$ cat config.mk
export PLATFORM = sky130hd
export DESIGN_NAME = matrix_key_scan
export DESIGN_NICKNAME = d
export VERILOG_FILES = /design/src/rtl/matrix_key_pkg.sv /design/src/rtl/key_sync.sv /design/src/rtl/matrix_key_scan.sv
export SDC_FILE = /design/constraint.sdc
export NUM_CORES = 1
export LEC_CHECK = 0
export ABC_AREA = 1
export CORE_AREA = 3 3 103 105
export CTS_BUF_LIST = sky130_fd_sc_hd__clkbuf_2
export DETAILED_ROUTE_END_ITERATION = 10
export DIE_AREA = 0 0 106 108
export GPL_TIMING_DRIVEN = 0
export PLACE_DENSITY = 0.47
export SYNTH_ARGS = -nofsm -noshare
export SYNTH_HDL_FRONTEND = slang
export SYNTH_SLANG_ARGS = --single-unit
$ cat constraint.sdc
create_clock -name clk -period 3.8 [get_ports clk]
set_input_delay 1.14 -clock clk [delete_from_list [all_inputs] [get_ports clk]]
set_output_delay 1.14 -clock clk [all_outputs]
set_load 0.01 [all_outputs]
$ cat src/rtl/matrix_key_pkg.sv
// Shared types and width helpers for the matrix keypad scanner.
package matrix_key_pkg;

    // Scanner phases; exported unchanged on the debug port.
    typedef enum logic [1:0] {
        ST_SCAN      = 2'd0,
        ST_PRESS_DEB = 2'd1,
        ST_HELD      = 2'd2,
        ST_REL_DEB   = 2'd3
    } scan_state_t;

    // Bits needed to index n items, never less than one.
    function automatic int code_width(input int n);
        return (n > 1) ? $clog2(n) : 1;
    endfunction

    // Shared counter width: wide enough for the largest terminal count.
    function automatic int cnt_width(input int a, input int b, input int c, input int d);
        int m;
        m = a;
        if (b > m) m = b;
        if (c > m) m = c;
        if (d > m) m = d;
        return code_width(m);
    endfunction

endpackage

$ cat src/rtl/key_sync.sv
// Two-flop synchroniser for the asynchronous keypad column lines.
// Resets to all ones so an idle (pulled-up) keypad is seen after reset.
module key_sync #(
    parameter int W = 4
) (
    input  logic         clk,
    input  logic         rst,
    input  logic [W-1:0] d,
    output logic [W-1:0] q
);

    logic [W-1:0] meta;

    // Two register stages; the first may go metastable, the second is used.
    always_ff @(posedge clk) begin
        if (rst) begin
            meta <= '1;
            q    <= '1;
        end else begin
            meta <= d;
            q    <= meta;
        end
    end

endmodule

$ cat src/rtl/matrix_key_scan.sv
// ROWS x COLS keypad scanner: one-cold row strobes, press/release debounce,
// multi-key rejection, release events and optional auto-repeat.
//
// Handshake: there is no back-pressure. key_vld, key_rel and key_multi are
// single-cycle pulses the consumer must take in the cycle they appear;
// key_rpt qualifies key_vld and key_code stays valid until the next
// accepted single-key press.
module matrix_key_scan
    import matrix_key_pkg::*;
#(
    parameter int ROWS       = 4,
    parameter int COLS       = 4,
    parameter int SCAN_CYC   = 50_000,
    parameter int DEB_CYC    = 1_000_000,
    parameter int REPEAT_EN  = 0,
    parameter int REPEAT_DLY = 25_000_000,
    parameter int REPEAT_PER = 5_000_000,
    parameter int CW         = code_width(ROWS * COLS)
) (
    input  logic            clk,
    input  logic            rst,
    input  logic [COLS-1:0] key_col,
    output logic [ROWS-1:0] key_row,
    output logic [CW-1:0]   key_code,
    output logic            key_vld,
    output logic            key_rpt,
    output logic            key_rel,
    output logic            key_multi,
    output logic [1:0]      dbg_state
);

    localparam int RW    = code_width(ROWS);
    localparam int CLW   = code_width(COLS);
    localparam int CNT_W = cnt_width(SCAN_CYC, DEB_CYC, REPEAT_DLY, REPEAT_PER);

    localparam logic [CNT_W-1:0] SCAN_LAST = CNT_W'(SCAN_CYC - 1);
    localparam logic [CNT_W-1:0] DEB_LAST  = CNT_W'(DEB_CYC - 1);
    localparam logic [CNT_W-1:0] DLY_LAST  = CNT_W'(REPEAT_DLY - 1);
    localparam logic [CNT_W-1:0] PER_LAST  = CNT_W'(REPEAT_PER - 1);

    logic [COLS-1:0]  col_s;
    scan_state_t      state, state_nxt;
    logic [RW-1:0]    row_idx, row_nxt, row_adv;
    logic [CNT_W-1:0] cnt, cnt_nxt;
    logic [CNT_W-1:0] rpt_cnt, rpt_cnt_nxt, rpt_last;
    logic             rpt_per_q, rpt_per_nxt;
    logic [COLS-1:0]  pat, pat_nxt;
    logic             single_q, single_nxt;
    logic [CW-1:0]    code_nxt;
    logic             vld_nxt, rpt_nxt, rel_nxt, multi_nxt;
    logic             col_idle;
    logic             pat_single;
    logic [CLW-1:0]   low_col;
    logic [CW-1:0]    pat_code;

    key_sync #(.W(COLS)) u_sync (
        .clk (clk),
        .rst (rst),
        .d   (key_col),
        .q   (col_s)
    );

    assign dbg_state = state;
    assign col_idle  = &col_s;
    assign row_adv   = (row_idx == RW'(ROWS - 1)) ? '0 : row_idx + RW'(1);
    assign rpt_last  = rpt_per_q ? PER_LAST : DLY_LAST;

    // Decode the latched column pattern: how many keys and which column.
    always_comb begin
        low_col = '0;
        for (int c = 0; c < COLS; c++) begin
            if (!pat[c]) low_col = CLW'(c);
        end
        pat_single = ($countones(~pat) == 1);
        pat_code   = CW'(int'(row_idx) * COLS + int'(low_col));
    end

    // Next-state, counter and event logic; everything holds unless a branch moves it.
    always_comb begin
        state_nxt   = state;
        row_nxt     = row_idx;
        cnt_nxt     = cnt;
        rpt_cnt_nxt = rpt_cnt;
        rpt_per_nxt = rpt_per_q;
        pat_nxt     = pat;
        single_nxt  = single_q;
        code_nxt    = key_code;
        vld_nxt     = 1'b0;
        rpt_nxt     = 1'b0;
        rel_nxt     = 1'b0;
        multi_nxt   = 1'b0;
        case (state)
            ST_SCAN: begin
                if (cnt == SCAN_LAST) begin
                    cnt_nxt = '0;
                    if (col_idle) begin
                        row_nxt = row_adv;
                    end else begin
                        pat_nxt   = col_s;
                        state_nxt = ST_PRESS_DEB;
                    end
                end else begin
                    cnt_nxt = cnt + CNT_W'(1);
                end
            end
            ST_PRESS_DEB: begin
                if (col_idle) begin
                    state_nxt = ST_SCAN;
                    row_nxt   = row_adv;
                    cnt_nxt   = '0;
                end else if (col_s != pat) begin
                    // Contacts still settling: restart on the new pattern.
                    pat_nxt = col_s;
                    cnt_nxt = '0;
                end else if (cnt == DEB_LAST) begin
                    cnt_nxt     = '0;
                    rpt_cnt_nxt = '0;
                    rpt_per_nxt = 1'b0;
                    single_nxt  = pat_single;
                    state_nxt   = ST_HELD;
                    if (pat_single) begin
                        vld_nxt  = 1'b1;
                        code_nxt = pat_code;
                    end else begin
                        multi_nxt = 1'b1;
                    end
                end else begin
                    cnt_nxt = cnt + CNT_W'(1);
                end
            end
            ST_HELD: begin
                if (col_idle) begin
                    state_nxt = ST_REL_DEB;
                    cnt_nxt   = '0;
                end else if (REPEAT_EN != 0 && single_q) begin
                    if (rpt_cnt == rpt_last) begin
                        rpt_cnt_nxt = '0;
                        rpt_per_nxt = 1'b1;
                        vld_nxt     = 1'b1;
                        rpt_nxt     = 1'b1;
                    end else begin
                        rpt_cnt_nxt = rpt_cnt + CNT_W'(1);
                    end
                end
            end
            ST_REL_DEB: begin
                if (!col_idle) begin
                    // Release bounce: key still down, repeat delay starts over.
                    state_nxt   = ST_HELD;
                    cnt_nxt     = '0;
                    rpt_cnt_nxt = '0;
                    rpt_per_nxt = 1'b0;
                end else if (cnt == DEB_LAST) begin
                    state_nxt = ST_SCAN;
                    cnt_nxt   = '0;
                    row_nxt   = row_adv;
                    rel_nxt   = single_q;
                end else begin
                    cnt_nxt = cnt + CNT_W'(1);
                end
            end
            default: begin
                state_nxt = ST_SCAN;
                cnt_nxt   = '0;
            end
        endcase
    end

    // State, counters and registered outputs.
    always_ff @(posedge clk) begin
        if (rst) begin
            state     <= ST_SCAN;
            row_idx   <= '0;
            key_row   <= ~ROWS'(1);
            cnt       <= '0;
            rpt_cnt   <= '0;
            rpt_per_q <= 1'b0;
            pat       <= '1;
            single_q  <= 1'b0;
            key_code  <= '0;
            key_vld   <= 1'b0;
            key_rpt   <= 1'b0;
            key_rel   <= 1'b0;
            key_multi <= 1'b0;
        end else begin
            state     <= state_nxt;
            row_idx   <= row_nxt;
            key_row   <= ~(ROWS'(1) << row_nxt);
            cnt       <= cnt_nxt;
            rpt_cnt   <= rpt_cnt_nxt;
            rpt_per_q <= rpt_per_nxt;
            pat       <= pat_nxt;
            single_q  <= single_nxt;
            key_code  <= code_nxt;
            key_vld   <= vld_nxt;
            key_rpt   <= rpt_nxt;
            key_rel   <= rel_nxt;
            key_multi <= multi_nxt;
        end
    end

endmodule

Yosys cells after proc, flatten, opt, wreduce, memory -nomap -nowiden
Cells that the tools add are included.

word-level totals
  bits in registers = 53
  input bits = 6
  output and inout bits = 14
  logic and storage cells = 83

operators by class
  add/subtract/negate cells = 6
  equal/unequal tests = 16
  shift operators = 1
  multiplexer cells = 32
  bitwise gates (word level) = 7
  reduce and logical (&&, ||, !) cells = 9

operator list
  kind                     count
  $mux W25                 6
  $pmux W25 S4             1
  $mux W2                  15
  $add A25 B1 Y25 const B  1
  $eq A25 B16 Y1 const B   1
  $eq A25 B20 Y1 const B   1
  $mux W4                  4
  $ne A2 B2 Y1 const B     5
  $reduce_and A5 Y1        2
  $ne A3 B3 Y1 const B     3
  $not A4 Y4               2
  $pmux W2 S4              1
  $pmux W4 S2              1
  $reduce_and A4 Y1        2
  $eq A2 B2 Y1 const B     3
  $pmux W2 S3              1
  $reduce_and A6 Y1        1
  $not A1 Y1               5
  $reduce_or A5 Y1         1
  $add A1 B1 Y2            2
  $add A4 B2 Y4            1
  $ne A4 B4 Y1             1
  $reduce_or A4 Y1         1
  $shl A1 B2 Y4 const A    1
  other kinds (7)          9

Depth between registers and ports, before layout
  depth in word-level cells = 7
  gate-level depth with buffers = 13
  gate-level depth less buffers = 12

Modules after synthesis
A second synthesis with hierarchy kept.

unflattened totals
  cells, all modules = 430
  area total of the unflattened synthesis = 2884.0 um^2

by module, submodules not included
  module           instances  cells each  area an instance (um^2)  seq. area each (um^2)
  matrix_key_scan  1          405         2660.1                   900.9
  key_sync         1          25          224.0                    160.2

Least setup slack after synthesis
OpenSTA, ideal clock, no wires.

  path type = reg2reg
  start point = register pat[0]
  end point = register key_code[1]
  setup time = 117 ps
  arrival = 2102 ps
  data required time = 3683 ps
  setup slack = 1581 ps
  stages on the path, launching flop included = 11
  buffers on the path = 0
  clock period less this slack = 2219 ps
  path through = dfxtp_1 fa_1 inv_1 ha_1 ha_1 nor3_1 inv_1 nor2_1 inv_1 nor3_1 nor2_1

between the ends
  word-level cells in the longest chain between the ends = 5
  elaborated cells on any way between the ends = 7
  those cells by class = add/sub: 2; eq/ne: 2; bitwise: 2; reduce/logical: 1

RTL lines
  what                                    line                    text
  start: declaration                      matrix_key_scan.sv:47   logic [COLS-1:0] pat, pat_nxt;
  start signal: assignment                matrix_key_scan.sv:192  pat <= pat_nxt;
  $not A4 Y4                              matrix_key_scan.sv:74   pat_single = ($countones(~pat) == 1);
  $add A1 B1 Y2 (implied by the code)     matrix_key_scan.sv:74
  $add A2 B2 Y3 (implied by the code)     matrix_key_scan.sv:74
  $eq A3 B1 Y1                            matrix_key_scan.sv:74
  $reduce_and A5 Y1 (no source line) (*)  -
  end signal: assignment                  matrix_key_scan.sv:194  key_code <= code_nxt;
  end: declaration                        matrix_key_scan.sv:24   output logic [CW-1:0] key_code,

Mark *: on every way between the ends. The rest lies on a longest branch, timed or not.
A chain may end at the register's enable or synchronous reset.

Worst setup path in the final report
  start point = register state[0] (netlist: dbg_state[0])
  end point = output port dbg_state[0]

RTL lines
  what                      line                    text
  start: declaration        matrix_key_scan.sv:42   scan_state_t state, state_nxt;
  start signal: assignment  matrix_key_scan.sv:186  state <= state_nxt;
  end: declaration          matrix_key_scan.sv:29   output logic [1:0] dbg_state

No word-level cell between the ends.

==> results by group <==
Status
  • Status: complete, no violations

Power and ir drop
  • Part of the power in combinational logic: 5.5%
  • Leakage: 1.51 nW
  • Clock network fraction of design power: 29.2%
  • Share of power burned in registers: 65.3%
  • Maximum VDD drop: 155 uV
  • NetSw: 237 uW
  • Pwr dens: 264 nW/um^2
  • Sw Ratio: 27.2%
  • Cell-internal power: 634 uW

Global routing
  • Remaining global-route overflow: 0
  • Largest net degree at the start of global routing: 19
  • GRT Total Usage: 14.0%
  • First-pass GRT wire length: 12.8 mm
  • Vias in the first global route: 2589
  • Initial antenna violation count: 0

Synth
  • Xor and xnor area share after synthesis: 3.32%
  • Syn avg cell area: 6.62 sq um
  • Largest family of logic cells by synthesized area: simple AND/OR/NAND/NOR gates
  • Synth Area in Compound Gates: 5.47%
  • Synth Register Bits: 53
  • Synthesis Warnings: 0
  • Syn nets: 450
  • Synth Area in Adders: 2.41%
  • Mux cell area share after synthesis: 0.345%
  • Sequential area share after synthesis: 36.5%
  • Synthesized area: 2910 sq um
  • Cell count after synthesis: 439
  • Netlist cell types: 31
  • Post-Synth Simple-Gate Area: 41.0%

Die
  • Initial core utilization: 29.9%
  • Core region area: 9730 sq um
  • Total Die Area: 11400 sq um
  • Rows: 36
  • Die X: 106 um
  • Die H: 108 um
  • IO Pins: 20

Final layout
  • Commonest non-fill, non-tap cell in the layout: nand2_1
  • Fill cells: 1126
  • Leading cell types in the layout, fill and taps excluded: nand2_1, nor2_1, inv_1
  • Syn-to-layout area delta: 13.7%
  • Layout cells sized above 1: 9.46%
  • Post-layout util: 33.9%
  • Final #Nets: 475
  • Ant. Diodes: 0

Drt
  • Total number of vias: 2672
  • Routed vias/inst: 4.47
  • Pre-antenna DRT Iters: 5
  • Antenna Nets Post-Route: 0
  • Initial DRC count: 120
  • DR WL/cell: 12.7 um
  • Wirelength, routed: 7.58 mm
  • DRC: 0

Worst setup path
  • Worst R2R Start: pat[0]
  • Critical path class: reg2out
  • Crit path buffers/inverters: 1
  • Critical path launch point type: flip-flop
  • CP max stage cell: clkdlybuf4s50_1
  • Register-to-Register Path Depth: 10
  • Family with the most delay on the worst path: buffers and inverters
  • Req. time, crit path: 2.66 ns
  • CP Capture Type: output port
  • Worst Path Max Fanout: 6
  • CP peak stage delay: 0.59 ns
  • Reg2reg setup slack: 1.25 ns
  • CP arrival: 1.57 ns
  • CP Cell Sequence: clkdlybuf4s50_1
  • Critical R2R Capture: key_code[1]

Timing
  • Least-Margin Pin Slew: 0.559 ns
  • Max frequency: 0.369 GHz
  • Slew headroom: 62.7%
  • Hold_ws: 0.452 ns
  • RSZ-0062 raised after global routing: no
  • Layout Skew: 0.0226 ns
  • Final hold viol count: 0
  • Final setup viols: 0
  • Crit share post-route: 71.3%
  • Slew Viols, Final: 0
  • Fin crit period: 2.71 ns
  • Setup tns final: 0 ns

Clock tree
  • Clock root cell: clkbuf_2
  • Cts bufs inserted: 5
  • Post-CTS Hold Buffers: 0
  • Setup bufs post-CTS: 0
  • Clock latency on the worst-skew pair: 0.46 ns
  • Reg clk slew, reported paths: 0.31 ns
  • Clock Sinks: 53
  • CTS max path bufs: 2
  • Cts repair resizes: 0
  • H-Tree Depth: 2
  • TritonCTS clock tree: yes

Hold path
  • Hold Crit Depth: 1
  • Hold path startpoint: u_sync.meta[3]
  • Hold crit path type: reg2reg
  • WHS Endpoint: u_sync.q[3]

Placed design
  • PortBufs: 18
  • DP Wirelength: 6.04 mm
  • RD Place Congestion: 0.933

Flow run
  • Max-Cap Viols: 0
## how the worst max path moves through the flow
stage                  from           end  slack (ns)  depth (start not counted)
4_1_cts        dbg_state[0]  dbg_state[0]        1.06                          1
6_report       dbg_state[0]  dbg_state[0]        1.09                          1
3_5_place_dp            rst        pat[0]        1.07                          4
3_3_place_gp            rst        pat[0]        1.03                          4
5_1_grt              pat[0]   key_code[1]        0.95                         10
2_1_floorplan        pat[0]   key_code[1]        1.58                         10
## power by group through the flow
stage | registers, mW | logic, mW | clock network, mW
floorplan | 0.578 | 0.0339 | 0
global placement | 0.579 | 0.0479 | 0
detailed placement | 0.579 | 0.0485 | 0
CTS | 0.570 | 0.0487 | 0.271
global route | 0.572 | 0.0548 | 0.289
finish | 0.569 | 0.0479 | 0.254
## cell usage after synthesis
| master | count | share of area [%] |
|---|---|---|
| dfxtp_1 | 53 | 37 |
| a21oi_1 | 10 | 1.7 |
| o21bai_1 | 2 | 0.52 |
| nor2_4 | 2 | 0.78 |
| nor2_1 | 75 | 9.7 |
| o211ai_1 | 4 | 1.0 |
| xnor2_1 | 1 | 0.30 |
| nand2_4 | 1 | 0.39 |
| buf_4 | 1 | 0.26 |
| nand4_1 | 9 | 1.9 |
| nand2_2 | 5 | 1.1 |
| mux2i_1 | 1 | 0.34 |
| o32ai_1 | 1 | 0.30 |
| inv_1 | 71 | 9.2 |
| nor3_1 | 10 | 1.7 |
| xor2_1 | 10 | 3.0 |
| or2_2 | 8 | 1.7 |
| ha_1 | 4 | 1.7 |
| buf_2 | 2 | 0.34 |
| nand2_8 | 1 | 0.69 |
| nand3_2 | 2 | 0.69 |
| o21ai_0 | 10 | 1.7 |
| clkbuf_1 | 3 | 0.39 |
| nand3_1 | 38 | 6.5 |
| nor2_2 | 13 | 2.8 |
| nand3b_1 | 2 | 0.52 |
| fa_1 | 1 | 0.69 |
| o21ai_1 | 1 | 0.17 |
| nand2_1 | 96 | 12 |
| conb_1 | 1 | 0.13 |
| buf_12 | 1 | 0.69 |
## area by class of cell
cell class | count | area [sq um] | area share (%)
Timing Repair Buffer | 18 | 180 | 5.46
Multi-Input combinational cell | 308 | 1530 | 46.3
Tap cell | 133 | 166 | 5.04
Clock buffer | 5 | 25.0 | 0.758
Clock inverter | 3 | 25.0 | 0.758
Inverter | 71 | 267 | 8.07
Buffer | 7 | 48.8 | 1.48
Sequential cell | 53 | 1060 | 32.1
## per-stage QoR
stage / std cells / setup WS [ns] / total power, mW / cell area (sq um)
final: 598 / 1.09 / 0.871 / 3300
after detailed placement: 590 / 1.07 / 0.627 / 3250
after global routing: 598 / 0.951 / 0.916 / 3300
after floorplan: 439 / 1.58 / 0.612 / 2910
after CTS: 598 / 1.06 / 0.890 / 3300
after global placement: 590 / 1.03 / 0.627 / 3250
## per-layer routing
metal / part of all wire, % / GRT usage [%] / routed length, um
met1: 50 / 19.5 / 3790
met3: 3.5 / 1.85 / 263
met2: 45 / 23.0 / 3380
met5: 0 / 0 / 0
met4: 2.0 / 3.79 / 155
## sequential cells by signal (all words and copies together), names as in the netlist, named ones only
register / flops
row_idx: 2
key_multi: 1
key_row: 4
cnt: 25
u_sync.q: 4
pat: 4
dbg_state: 1
key_vld: 1
u_sync.meta: 4
single_q: 1
key_rel: 1
key_code: 4
## cells by family after synthesis
logic type / count (synthesis)
AO/OA/AOI/OAI: 28
flip-flops: 53
buffers and inverters: 78
adder cells (fa/ha/maj): 5
AND/OR/NAND/NOR: 262
XOR/XNOR: 11
multiplexers: 1
other: 1
Power figures use the tool's default switching activity.
